**config.mk**
```make
export PLATFORM = sky130hd
export DESIGN_NAME = mini_alu_sched_flat
export DESIGN_NICKNAME = d
export VERILOG_FILES = /design/src/rtl/mini_alu_sched_if.sv /design/src/rtl/mini_alu_sched.sv /design/src/flat_wrapper.sv
export SDC_FILE = /design/constraint.sdc
export NUM_CORES = 1
export LEC_CHECK = 0
export CAP_MARGIN = 10
export CORE_ASPECT_RATIO = 1.25
export CORE_UTILIZATION = 49
export CTS_CLUSTER_SIZE = 12
export DETAILED_ROUTE_END_ITERATION = 7
export PLACE_DENSITY = 0.79
export SLEW_MARGIN = 40
export SYNTH_ARGS = -nofsm -noshare
export SYNTH_HDL_FRONTEND = slang
export SYNTH_SLANG_ARGS = --single-unit
```
**constraint.sdc**
```tcl
create_clock -name clk -period 3.8 [get_ports clk]
set_input_delay 0.57 -clock clk [delete_from_list [all_inputs] [get_ports clk]]
set_output_delay 0.57 -clock clk [all_outputs]
set_load 0.005 [all_outputs]
```
**src/rtl/mini_alu_sched_if.sv**
```systemverilog
// Handshake bundle between the two ALU requesters, the result consumer and mini_alu_sched.
// master = requesters/consumer side, slave = scheduler side.
interface mini_alu_sched_if #(parameter int WIDTH = 6);
  logic             req0_valid;
  logic             req0_ready;
  logic [1:0]       req0_op;
  logic [WIDTH-1:0] req0_a;
  logic [WIDTH-1:0] req0_b;
  logic             req1_valid;
  logic             req1_ready;
  logic [1:0]       req1_op;
  logic [WIDTH-1:0] req1_a;
  logic [WIDTH-1:0] req1_b;
  logic             rsp_valid;
  logic             rsp_ready;
  logic             rsp_id;
  logic [WIDTH-1:0] rsp_sum;
  logic             rsp_ovf;

  modport master (
    output req0_valid, req0_op, req0_a, req0_b,
    input  req0_ready,
    output req1_valid, req1_op, req1_a, req1_b,
    input  req1_ready,
    output rsp_ready,
    input  rsp_valid, rsp_id, rsp_sum, rsp_ovf
  );

  modport slave (
    input  req0_valid, req0_op, req0_a, req0_b,
    output req0_ready,
    input  req1_valid, req1_op, req1_a, req1_b,
    output req1_ready,
    input  rsp_ready,
    output rsp_valid, rsp_id, rsp_sum, rsp_ovf
  );
endinterface

```
**src/rtl/mini_alu_sched.sv**
```systemverilog
// Two-requester scheduler sharing one WIDTH-bit adder for ADD/SUB/NEGA/NEGB; SUB runs as negate-then-add.
// Define MINI_ALU_SCHED_FIXED_PRIO_EN for fixed priority (requester 0 wins); default is round-robin.
module mini_alu_sched #(
  parameter int WIDTH = 6
) (
  input logic             clk,
  input logic             rst_n,
  mini_alu_sched_if.slave bus
);
  localparam logic [1:0] OP_ADD  = 2'b00;
  localparam logic [1:0] OP_SUB  = 2'b01;
  localparam logic [1:0] OP_NEGA = 2'b10;
  localparam logic signed [WIDTH-1:0] MOST_NEG = {1'b1, {(WIDTH-1){1'b0}}};

  typedef enum logic [1:0] {IDLE, PASS1, PASS2, RESP} state_t;

  state_t                  state_q, state_d;
  logic                    last_grant_q, last_grant_d;
  logic                    id_q, id_d;
  logic                    vld_q, vld_d;
  logic                    ovf_q, ovf_d;
  logic [1:0]              op_q, op_d;
  logic signed [WIDTH-1:0] a_q, a_d, b_q, b_d;
  logic signed [WIDTH-1:0] temp_q, temp_d, sum_q, sum_d;
  logic                    grant0, grant1;
  logic signed [WIDTH-1:0] add_x, add_y, add_cin, add_sum;

  function automatic logic add_ovf(input logic signed [WIDTH-1:0] x, y, s);
    return (x[WIDTH-1] == y[WIDTH-1]) && (s[WIDTH-1] != x[WIDTH-1]);
  endfunction

  function automatic logic sub_ovf(input logic signed [WIDTH-1:0] x, y, s);
    return (x[WIDTH-1] != y[WIDTH-1]) && (s[WIDTH-1] != x[WIDTH-1]);
  endfunction

  function automatic logic neg_ovf(input logic signed [WIDTH-1:0] x);
    return x == MOST_NEG;
  endfunction

  // Grants are only made from IDLE and never while reset is held.
`ifdef MINI_ALU_SCHED_FIXED_PRIO_EN
  assign grant0 = rst_n && (state_q == IDLE) && bus.req0_valid;
  assign grant1 = rst_n && (state_q == IDLE) && bus.req1_valid && !bus.req0_valid;
`else
  assign grant0 = rst_n && (state_q == IDLE) && bus.req0_valid && (!bus.req1_valid || last_grant_q);
  assign grant1 = rst_n && (state_q == IDLE) && bus.req1_valid && (!bus.req0_valid || !last_grant_q);
`endif

  assign bus.req0_ready = grant0;
  assign bus.req1_ready = grant1;
  assign bus.rsp_valid  = vld_q;
  assign bus.rsp_id     = id_q;
  assign bus.rsp_sum    = sum_q;
  assign bus.rsp_ovf    = ovf_q;

  // The single adder instance: operand muxing selects the pass being executed.
  always_comb begin
    add_x   = a_q;
    add_y   = b_q;
    add_cin = '0;
    if (state_q == PASS2) begin
      add_y = temp_q;
    end else if (op_q != OP_ADD) begin
      add_x      = (op_q == OP_NEGA) ? ~a_q : ~b_q;
      add_y      = '0;
      add_cin[0] = 1'b1;
    end
    add_sum = add_x + add_y + add_cin;
  end

  always_comb begin
    state_d      = state_q;
    last_grant_d = last_grant_q;
    id_d         = id_q;
    vld_d        = vld_q;
    ovf_d        = ovf_q;
    op_d         = op_q;
    a_d          = a_q;
    b_d          = b_q;
    temp_d       = temp_q;
    sum_d        = sum_q;
    unique case (state_q)
      IDLE: begin
        if (grant0 || grant1) begin
          state_d = PASS1;
          id_d    = grant1;
          op_d    = grant1 ? bus.req1_op : bus.req0_op;
          a_d     = grant1 ? bus.req1_a  : bus.req0_a;
          b_d     = grant1 ? bus.req1_b  : bus.req0_b;
`ifndef MINI_ALU_SCHED_FIXED_PRIO_EN
          last_grant_d = grant1;
`endif
        end
      end
      PASS1: begin
        if (op_q == OP_SUB) begin
          temp_d  = add_sum;
          state_d = PASS2;
        end else begin
          sum_d   = add_sum;
          ovf_d   = (op_q == OP_ADD)  ? add_ovf(a_q, b_q, add_sum) :
                    (op_q == OP_NEGA) ? neg_ovf(a_q) : neg_ovf(b_q);
          vld_d   = 1'b1;
          state_d = RESP;
        end
      end
      PASS2: begin
        // Overflow uses the original b so that b = most-negative is judged correctly.
        sum_d   = add_sum;
        ovf_d   = sub_ovf(a_q, b_q, add_sum);
        vld_d   = 1'b1;
        state_d = RESP;
      end
      RESP: begin
        if (bus.rsp_ready) begin
          vld_d   = 1'b0;
          state_d = IDLE;
        end
      end
    endcase
  end

  always_ff @(posedge clk) begin
    if (!rst_n) begin
      state_q      <= IDLE;
      last_grant_q <= 1'b1;
      id_q         <= 1'b0;
      vld_q        <= 1'b0;
      ovf_q        <= 1'b0;
      temp_q       <= '0;
      sum_q        <= '0;
    end else begin
      state_q      <= state_d;
      last_grant_q <= last_grant_d;
      id_q         <= id_d;
      vld_q        <= vld_d;
      ovf_q        <= ovf_d;
      temp_q       <= temp_d;
      sum_q        <= sum_d;
    end
  end

  // Latched operands need no reset: they are always written before use.
  always_ff @(posedge clk) begin
    op_q <= op_d;
    a_q  <= a_d;
    b_q  <= b_d;
  end
endmodule
```
**src/flat_wrapper.sv**
```systemverilog
// flat-port wrapper written by rule: the top's interface ports become plain ports
module mini_alu_sched_flat 
#(
  parameter int WIDTH = 6
)
  (clk, rst_n, bus_req0_valid, bus_req0_op, bus_req0_a, bus_req0_b, bus_req0_ready, bus_req1_valid, bus_req1_op, bus_req1_a, bus_req1_b, bus_req1_ready, bus_rsp_ready, bus_rsp_valid, bus_rsp_id, bus_rsp_sum, bus_rsp_ovf);
  mini_alu_sched_if #(.WIDTH(WIDTH)) bus_i ();
  input logic clk;
  input logic rst_n;
  input wire logic [$bits(bus_i.req0_valid)-1:0] bus_req0_valid;
  input wire logic [$bits(bus_i.req0_op)-1:0] bus_req0_op;
  input wire logic [$bits(bus_i.req0_a)-1:0] bus_req0_a;
  input wire logic [$bits(bus_i.req0_b)-1:0] bus_req0_b;
  output wire logic [$bits(bus_i.req0_ready)-1:0] bus_req0_ready;
  input wire logic [$bits(bus_i.req1_valid)-1:0] bus_req1_valid;
  input wire logic [$bits(bus_i.req1_op)-1:0] bus_req1_op;
  input wire logic [$bits(bus_i.req1_a)-1:0] bus_req1_a;
  input wire logic [$bits(bus_i.req1_b)-1:0] bus_req1_b;
  output wire logic [$bits(bus_i.req1_ready)-1:0] bus_req1_ready;
  input wire logic [$bits(bus_i.rsp_ready)-1:0] bus_rsp_ready;
  output wire logic [$bits(bus_i.rsp_valid)-1:0] bus_rsp_valid;
  output wire logic [$bits(bus_i.rsp_id)-1:0] bus_rsp_id;
  output wire logic [$bits(bus_i.rsp_sum)-1:0] bus_rsp_sum;
  output wire logic [$bits(bus_i.rsp_ovf)-1:0] bus_rsp_ovf;
  assign bus_i.req0_valid = bus_req0_valid;
  assign bus_i.req0_op = bus_req0_op;
  assign bus_i.req0_a = bus_req0_a;
  assign bus_i.req0_b = bus_req0_b;
  assign bus_req0_ready = bus_i.req0_ready;
  assign bus_i.req1_valid = bus_req1_valid;
  assign bus_i.req1_op = bus_req1_op;
  assign bus_i.req1_a = bus_req1_a;
  assign bus_i.req1_b = bus_req1_b;
  assign bus_req1_ready = bus_i.req1_ready;
  assign bus_i.rsp_ready = bus_rsp_ready;
  assign bus_rsp_valid = bus_i.rsp_valid;
  assign bus_rsp_id = bus_i.rsp_id;
  assign bus_rsp_sum = bus_i.rsp_sum;
  assign bus_rsp_ovf = bus_i.rsp_ovf;
  mini_alu_sched #(.WIDTH(WIDTH)) u_core (.clk(clk), .rst_n(rst_n), .bus(bus_i));
endmodule
```
==> results by group, run 1 <==
Synthesis
  • Synth Register Bits: 32
  • Sequential area share after synthesis: 42.0%
  • Yosys warning count: 0
  • Cell count after synthesis: 185
  • Mapped Nets: 229
  • Syn Area/Cell: 10.0 um^2
  • Mapped Area: 1860 um^2
  • Distinct cells, synth: 48

Power
  • Peak supply drop: 0.309 mV
  • Static leakage: 0.000904 uW
  • Power Density: 650 nW/um^2

Routing
  • Initial DRC count: 49
  • Final ANT Viol Nets: 0
  • Drt pass-1 iters: 6
  • WL/cell: 14.0 um
  • Via density: 5.53
  • Detailed Route WL: 3780 um
  • DRC Markers: 2
  • DR vias: 1,494

Cells and area
  • Filler Cell Count: 299
  • NumNets Final: 274
  • Inserted Diodes: 0
  • Final Core Density: 67.9%
  • Most frequent cells in the layout: clkdlybuf4s50_1 (43), nor2_1 (20), dfxtp_1 (18), edfxtp_1 (14), nand2_1 (12)
  • Layout area overhead: 29.5%
  • Commonest non-fill, non-tap cell in the layout: clkdlybuf4s50_1
  • Fin area: 2410 um^2
  • Share of layout cells above drive strength 1: 11.3%

Timing
  • Max-slew headroom: 65.9%
  • Setup TNS: 0 ns
  • Maximum clock frequency: 322 MHz
  • Tmin final: 3.11 ns
  • Least-Margin Pin Slew: 0.510 ns
  • Period utilisation layout: 81.8%
  • Final setup fails: 0
  • Pins over their slew limit: 0
  • RSZ-0062 raised after global routing: no
  • Final Hold Vio Count: 0
  • Setup Skew: 0.00637 ns

Floorplanning
  • Num rows: 24
  • Ports: 44
  • Die area: 4040 um^2
  • Core area: 3540 um^2
  • Die Wd: 57.1 um
  • Die height: 70.8 um
  • Initial Util: 52.4%

Global route
  • First-pass GRT wire length: 6530 um
  • Vias in the first global route: 1,503
  • Overflow after GRT: 0
  • Total Routing Usage GR: 21.2%
  • Initial antenna violation count: 0
  • Largest net degree at the start of global routing: 18

Job
  • Max-cap violations: 0

CTS
  • Setup Buffers After CTS: 0
  • Root Buffer: clkbuf_8
  • Cts repair resizes: 0
  • CTS Buffer Depth: 2
  • Reg clk slew, reported paths: 0.06 ns
  • CTS tree: built
  • Clk Latency, worst-skew pair: 0.28 ns
  • Sink Count: 32
  • H-tree Lvls: 2
  • Hold buffers post-CTS: 0
  • Num CTS Buffers: 5

Place
  • Post-DP HPWL: 3040 um
  • Routability-driven placement congestion ratio: 0.849
  • Placed Area: 2320 um^2
  • Count of input and output buffers: 43

Critical path
  • Worst setup SP type: flop
  • Crit path from: u_core.state_q[0]
  • Critical Path Fanout Max: 12
  • R2R setup slack: 0.69 ns
  • Worst setup path category: reg2reg
  • Crit. End Element: flop
  • Critical path arrival: 3.26 ns
  • Worst Path Required: 3.95 ns
  • Crit Reg-Reg Startpoint: u_core.state_q[0]

Hold path
  • Hold Crit Class: reg2reg
  • Hold Crit Start: u_core.bus.rsp_id

Outcome
  • Result of the run: finished, violations left
  • Failing checks: design-rule violations
-- final cells by class --
cell class | count | area [um^2] | share of cell area [%]
clock buffer | 7 | 76.3 | 3.17
clock inverter | 1 | 5.00 | 0.208
inverter | 9 | 33.8 | 1.40
multi-input combinational | 136 | 1010 | 41.9
sequential | 32 | 781 | 32.4
tap | 39 | 48.8 | 2.03
timing repair buffer | 46 | 453 | 18.8
-- cells by family after synthesis --
family | share of synthesized area (%)
and+or+nand+nor | 14.7
AOI/OAI and AO/OA | 16.8
DFF | 42.0
muxes | 11.7
buffers and inverters | 3.84
adders and majority gates | 8.22
xor gates and xnor gates | 2.76
-- critical path, cell delays in order (launching register included) --
cell      delay, ns
dfxtp_1        0.36
inv_1          0.11
ha_1           0.35
buf_4          0.23
nor4_1         0.31
a21oi_1        0.10
fa_1           0.42
nor2b_1        0.16
o31a_1         0.16
o22ai_1        0.12
xnor2_2        0.17
and4bb_1       0.19
or3_1          0.31
-- per-layer routing --
layer | part of all wire [%] | vias to the layer above | track usage, %
met4 | 3.4 | 0 | 11.9
li1 | - | 761 | -
met1 | 40 | 674 | 23.8
met3 | 5.2 | 14 | 6.58
met5 | 0 | - | 0
met2 | 51 | 45 | 35.4
-- state kept, by name, summed over array words and instances, names as in the netlist --
register              cells
u_core.a_q                6
u_core.b_q                6
u_core.bus.rsp_id         1
u_core.bus.rsp_ovf        1
u_core.bus.rsp_sum        6
u_core.bus.rsp_valid      1
u_core.last_grant_q       1
u_core.op_q               2
u_core.state_q            2
u_core.temp_q             6
-- cell usage after synthesis, drive strengths merged --
master / number / area [um^2]
xor2: 1 / 8.76
o31a: 1 / 8.76
nand3b: 1 / 7.51
o21ai: 11 / 55.1
nor2: 21 / 78.8
a211o: 1 / 8.76
buf: 5 / 25.0
and2: 1 / 6.26
a211oi: 6 / 45.0
o22ai: 1 / 6.26
mux2i: 6 / 60.1
nor3: 5 / 25.0
a31o: 1 / 8.76
ha: 9 / 113
or3: 1 / 6.26
fa: 2 / 40.0
clkbuf: 3 / 12.5
nand2: 12 / 45.0
a2111oi: 1 / 15.0
dfxtp: 18 / 360
a21oi: 12 / 67.6
nor4: 3 / 18.8
edfxtp: 14 / 420
xnor2: 4 / 42.6
o21a: 2 / 15.0
a22oi: 4 / 30.0
or2: 1 / 6.26
nand3: 1 / 5.00
mux2: 14 / 158
o22a: 4 / 35.0
nor2b: 3 / 26.3
nor3b: 2 / 20.0
nand4b: 1 / 8.76
nand2b: 1 / 6.26
a221oi: 1 / 8.76
a21o: 1 / 7.51
inv: 9 / 33.8
and4bb: 1 / 12.5
-- per-stage QoR --
step	hold WS [ns]	setup slack [ns]	total power, uW	instances
floorplan	0.460	0.838	1080	185
global placement	0.467	0.854	1300	262
detailed placement	0.476	0.709	1330	262
CTS	0.491	0.700	1570	270
global route	0.504	0.492	1690	270
finish	0.490	0.691	1560	270
-- power breakdown --
| part | leakage (uW) | internal, uW | switching (uW) |
|---|---|---|---|
| Clock | 0.0000422 | 128 | 116 |
| Combinational | 0.000582 | 384 | 401 |
| Sequential | 0.000279 | 465 | 68.2 |
| Total | 0.000904 | 978 | 585 |
-- final timing paths --
path                   endpoint  cells after the start
min           u_core.bus.rsp_id                      1
max reg2reg  u_core.bus.rsp_ovf                     12
max          u_core.bus.rsp_ovf                     12
min reg2reg   u_core.bus.rsp_id                      1
(Power assumes the default switching activity.)
==> inputs of run 2 (changes only) <==
--- a/config.mk
+++ b/config.mk
@@ -7,10 +7,10 @@
 export LEC_CHECK = 0
 export CAP_MARGIN = 10
 export CORE_ASPECT_RATIO = 1.25
-export CORE_UTILIZATION = 49
+export CORE_UTILIZATION = 45
 export CTS_CLUSTER_SIZE = 12
 export DETAILED_ROUTE_END_ITERATION = 7
-export PLACE_DENSITY = 0.79
+export PLACE_DENSITY = 0.76
 export SLEW_MARGIN = 40
 export SYNTH_ARGS = -nofsm -noshare
 export SYNTH_HDL_FRONTEND = slang
==> constraint.sdc (replaced) <==
create_clock -name clk -period 2.7 [get_ports clk]
set_input_delay 0.405 -clock clk [delete_from_list [all_inputs] [get_ports clk]]
set_output_delay 0.405 -clock clk [all_outputs]
set_load 0.005 [all_outputs]
==> results by group, run 2 (synthesis results as in run 1) <==
Routing
  • WL/cell: 12.8 um (-9.0%)
  • Final ANT Viol Nets: 0 (unchanged)
  • Drt pass-1 iters: 4 (-2)
  • Initial DRC count: 40 (-18%)
  • Detailed Route WL: 3790 um (+0.11%)
  • DRC Markers: 0 (-2)
  • Via density: 5.27 (-4.7%)
  • DR vias: 1,566 (+4.8%)

Place
  • Placed insts: 287 (+9.5%)
  • Pre-CTS WS: 0.00861 ns (-0.701 ns)
  • Count of input and output buffers: 43 (unchanged)
  • Routability-driven placement congestion ratio: 0.851 (+0.21%)
  • Post-DP HPWL: 2970 um (-2.0%)

Cells and area
  • Layout Cells excl Fill: 297 (+10%)
  • Filler Cell Count: 345 (+15%)
  • Area of the multi-input gates: 1040 um^2 (+3.1%)
  • Share of layout cells above drive strength 1: 18.5% (+7.3 points)
  • Most frequent cells in the layout: clkdlybuf4s50_1 (43), nor2_1 (18), dfxtp_1 (17), buf_4 (15), edfxtp_1 (14)
  • Register area: 782 um^2 (+0.16%)
  • Commonest non-fill, non-tap cell in the layout: clkdlybuf4s50_1
  • Layout area overhead: 37.0%
  • NumNets Final: 286 (+4.4%)
  • Inserted Diodes: 0 (unchanged)

Critical path
  • Worst path max stage delay: 0.51 ns (+0.09 ns)
  • Worst setup SP type: flop
  • Worst setup path category: reg2reg
  • Worst Path Required: 2.87 ns (-1.08 ns)
  • Crit. End Element: flop
  • Critical Path Fanout Max: 6 (-6)
  • CP top delay family: simple AND/OR/NAND/NOR gates
  • Sum of buffers and inverters on the critical path: 0 (-2)
  • Critical path arrival: 2.74 ns (-0.52 ns)
  • R2R setup slack: 0.13 ns (-0.56 ns)
  • Worst-path cell chain: nor2_2 -> nor2_4 -> o22a_1 -> ha_1 -> nor2b_1 -> o31a_1 -> o22ai_2 -> xnor2_2 -> and4bb_1 -> or3_1
  • CP max stage cell: edfxtp_1

Power
  • Power Density: 917 nW/um^2 (+41%)
  • Switch share: 36.7% (-0.70 points)
  • Combinational power share: 53.0% (+2.7 points)
  • Reg power frac: 31.9% (-2.2 points)
  • Tot Pwr: 2340 uW (+49%)
  • P_int: 1480 uW (+51%)
  • Peak supply drop: 0.505 mV (+63%)
  • Switching power: 858 uW (+47%)
  • Static leakage: 0.000969 uW (+7.3%)
  • Clock power share: 15.0% (-0.6 points)

Job
  • Max-cap violations: 0 (unchanged)

Timing
  • Setup TNS: 0 ns (unchanged)
  • Final Hold Vio Count: 0 (unchanged)
  • Period utilisation layout: 95.2% (+13 points)
  • Final worst setup slack: 0.129 ns (-0.562 ns)
  • Max-slew headroom: 64.7% (-1.2 points)
  • Final setup fails: 0 (unchanged)
  • Pins over their slew limit: 0 (unchanged)
  • Tmin final: 2.57 ns (-0.538 ns)
  • Maximum clock frequency: 389 MHz (+21%)
  • Least-Margin Pin Slew: 0.529 ns (+0.0187 ns)
  • Setup Skew: 0.00421 ns (-0.00216 ns)

Floorplanning
  • Die area: 4390 um^2 (+8.6%)
  • Initial Util: 47.9% (-4.5 points)
  • Core area: 3880 um^2 (+9.5%)
  • Ports: 44 (unchanged)
  • Die height: 73.8 um (+4.2%)
  • Die Wd: 59.5 um (+4.2%)
  • Num rows: 25 (+4.2%)

Global route
  • Vias in the first global route: 1,484 (-1.3%)
  • Overflow after GRT: 0 (unchanged)
  • First-pass GRT wire length: 6380 um (-2.2%)
  • Total Routing Usage GR: 19.6% (-1.6 points)
  • Initial antenna violation count: 0 (unchanged)
  • Largest net degree at the start of global routing: 17 (-1)

CTS
  • Num CTS Buffers: 5 (unchanged)
  • H-tree Lvls: 2 (unchanged)
  • Hold buffers post-CTS: 0 (unchanged)
  • Sink Count: 32 (unchanged)
  • Root Buffer: clkbuf_8
  • CTS tree: built
  • Reg clk slew, reported paths: 0.07 ns (about the same)
  • Clk Latency, worst-skew pair: 0.28 ns (about the same)
  • CTS Buffer Depth: 2 (unchanged)

Outcome
  • Result of the run: complete, no violations

Hold path
  • Hold Crit Class: reg2reg
==> run 2: final timing paths <==
check                                      startpoint                     to  cells after the start
worst min-delay path            u_core.bus.rsp_sum[4]  u_core.bus.rsp_sum[4]                      2
worst min register to register  u_core.bus.rsp_sum[4]  u_core.bus.rsp_sum[4]                      2
worst max register to register         u_core.op_q[0]     u_core.bus.rsp_ovf                     10
worst max-delay path                   u_core.op_q[0]     u_core.bus.rsp_ovf                     10
==> run 2: worst min-delay path, delay by kind of cell, from the launching register on <==
| family | cells | cell delay [ns] |
|---|---|---|
| DFF | 1 | 0.31 |
| AOI/OAI and AO/OA | 2 | 0.13 |
==> run 2: metal layers <==
layer	wire [um]	vias up	track usage, %	share of wire (%)
li1	-	786	-	-
met1	1630	733	22.7	43
met2	1960	40	33.6	52
met3	129	7	4.40	3.4
met4	76	0	9.52	2.0
met5	0	-	0	0
==> run 2: final cells by class <==
class	count	area share, %
multi-input cells	136	40.8
flip-flops and latches	32	30.7
well taps	54	2.65
clock inverters	1	0.147
clock buffers	7	3.00
repair buffers	58	21.3
inverters	9	1.33
==> run 2: what timing repair did <==
item,in CTS,in global routing
setup endpoints to repair,0,3
buffers inserted,0,2
gates resized for setup,0,8
==> run 2: power groups by stage <==
stage / sequential, uW / combinational [uW] / clock [uW]
after floorplan: 732 / 809 / 0
after global placement: 749 / 1200 / 0
after detailed placement: 753 / 1210 / 0
after CTS: 744 / 1220 / 357
after global routing: 762 / 1390 / 378
final: 746 / 1240 / 351
==> run 2: metrics by stage <==
stage | cell area [um^2] | hold slack, ns | util, %
floorplan | 1870 | 0.460 | -
global placement | 2420 | 0.468 | 62.5
detailed placement | 2420 | 0.471 | 62.5
CTS | 2500 | 0.484 | 64.6
global route | 2550 | 0.496 | 65.6
finish | 2550 | 0.482 | 65.6
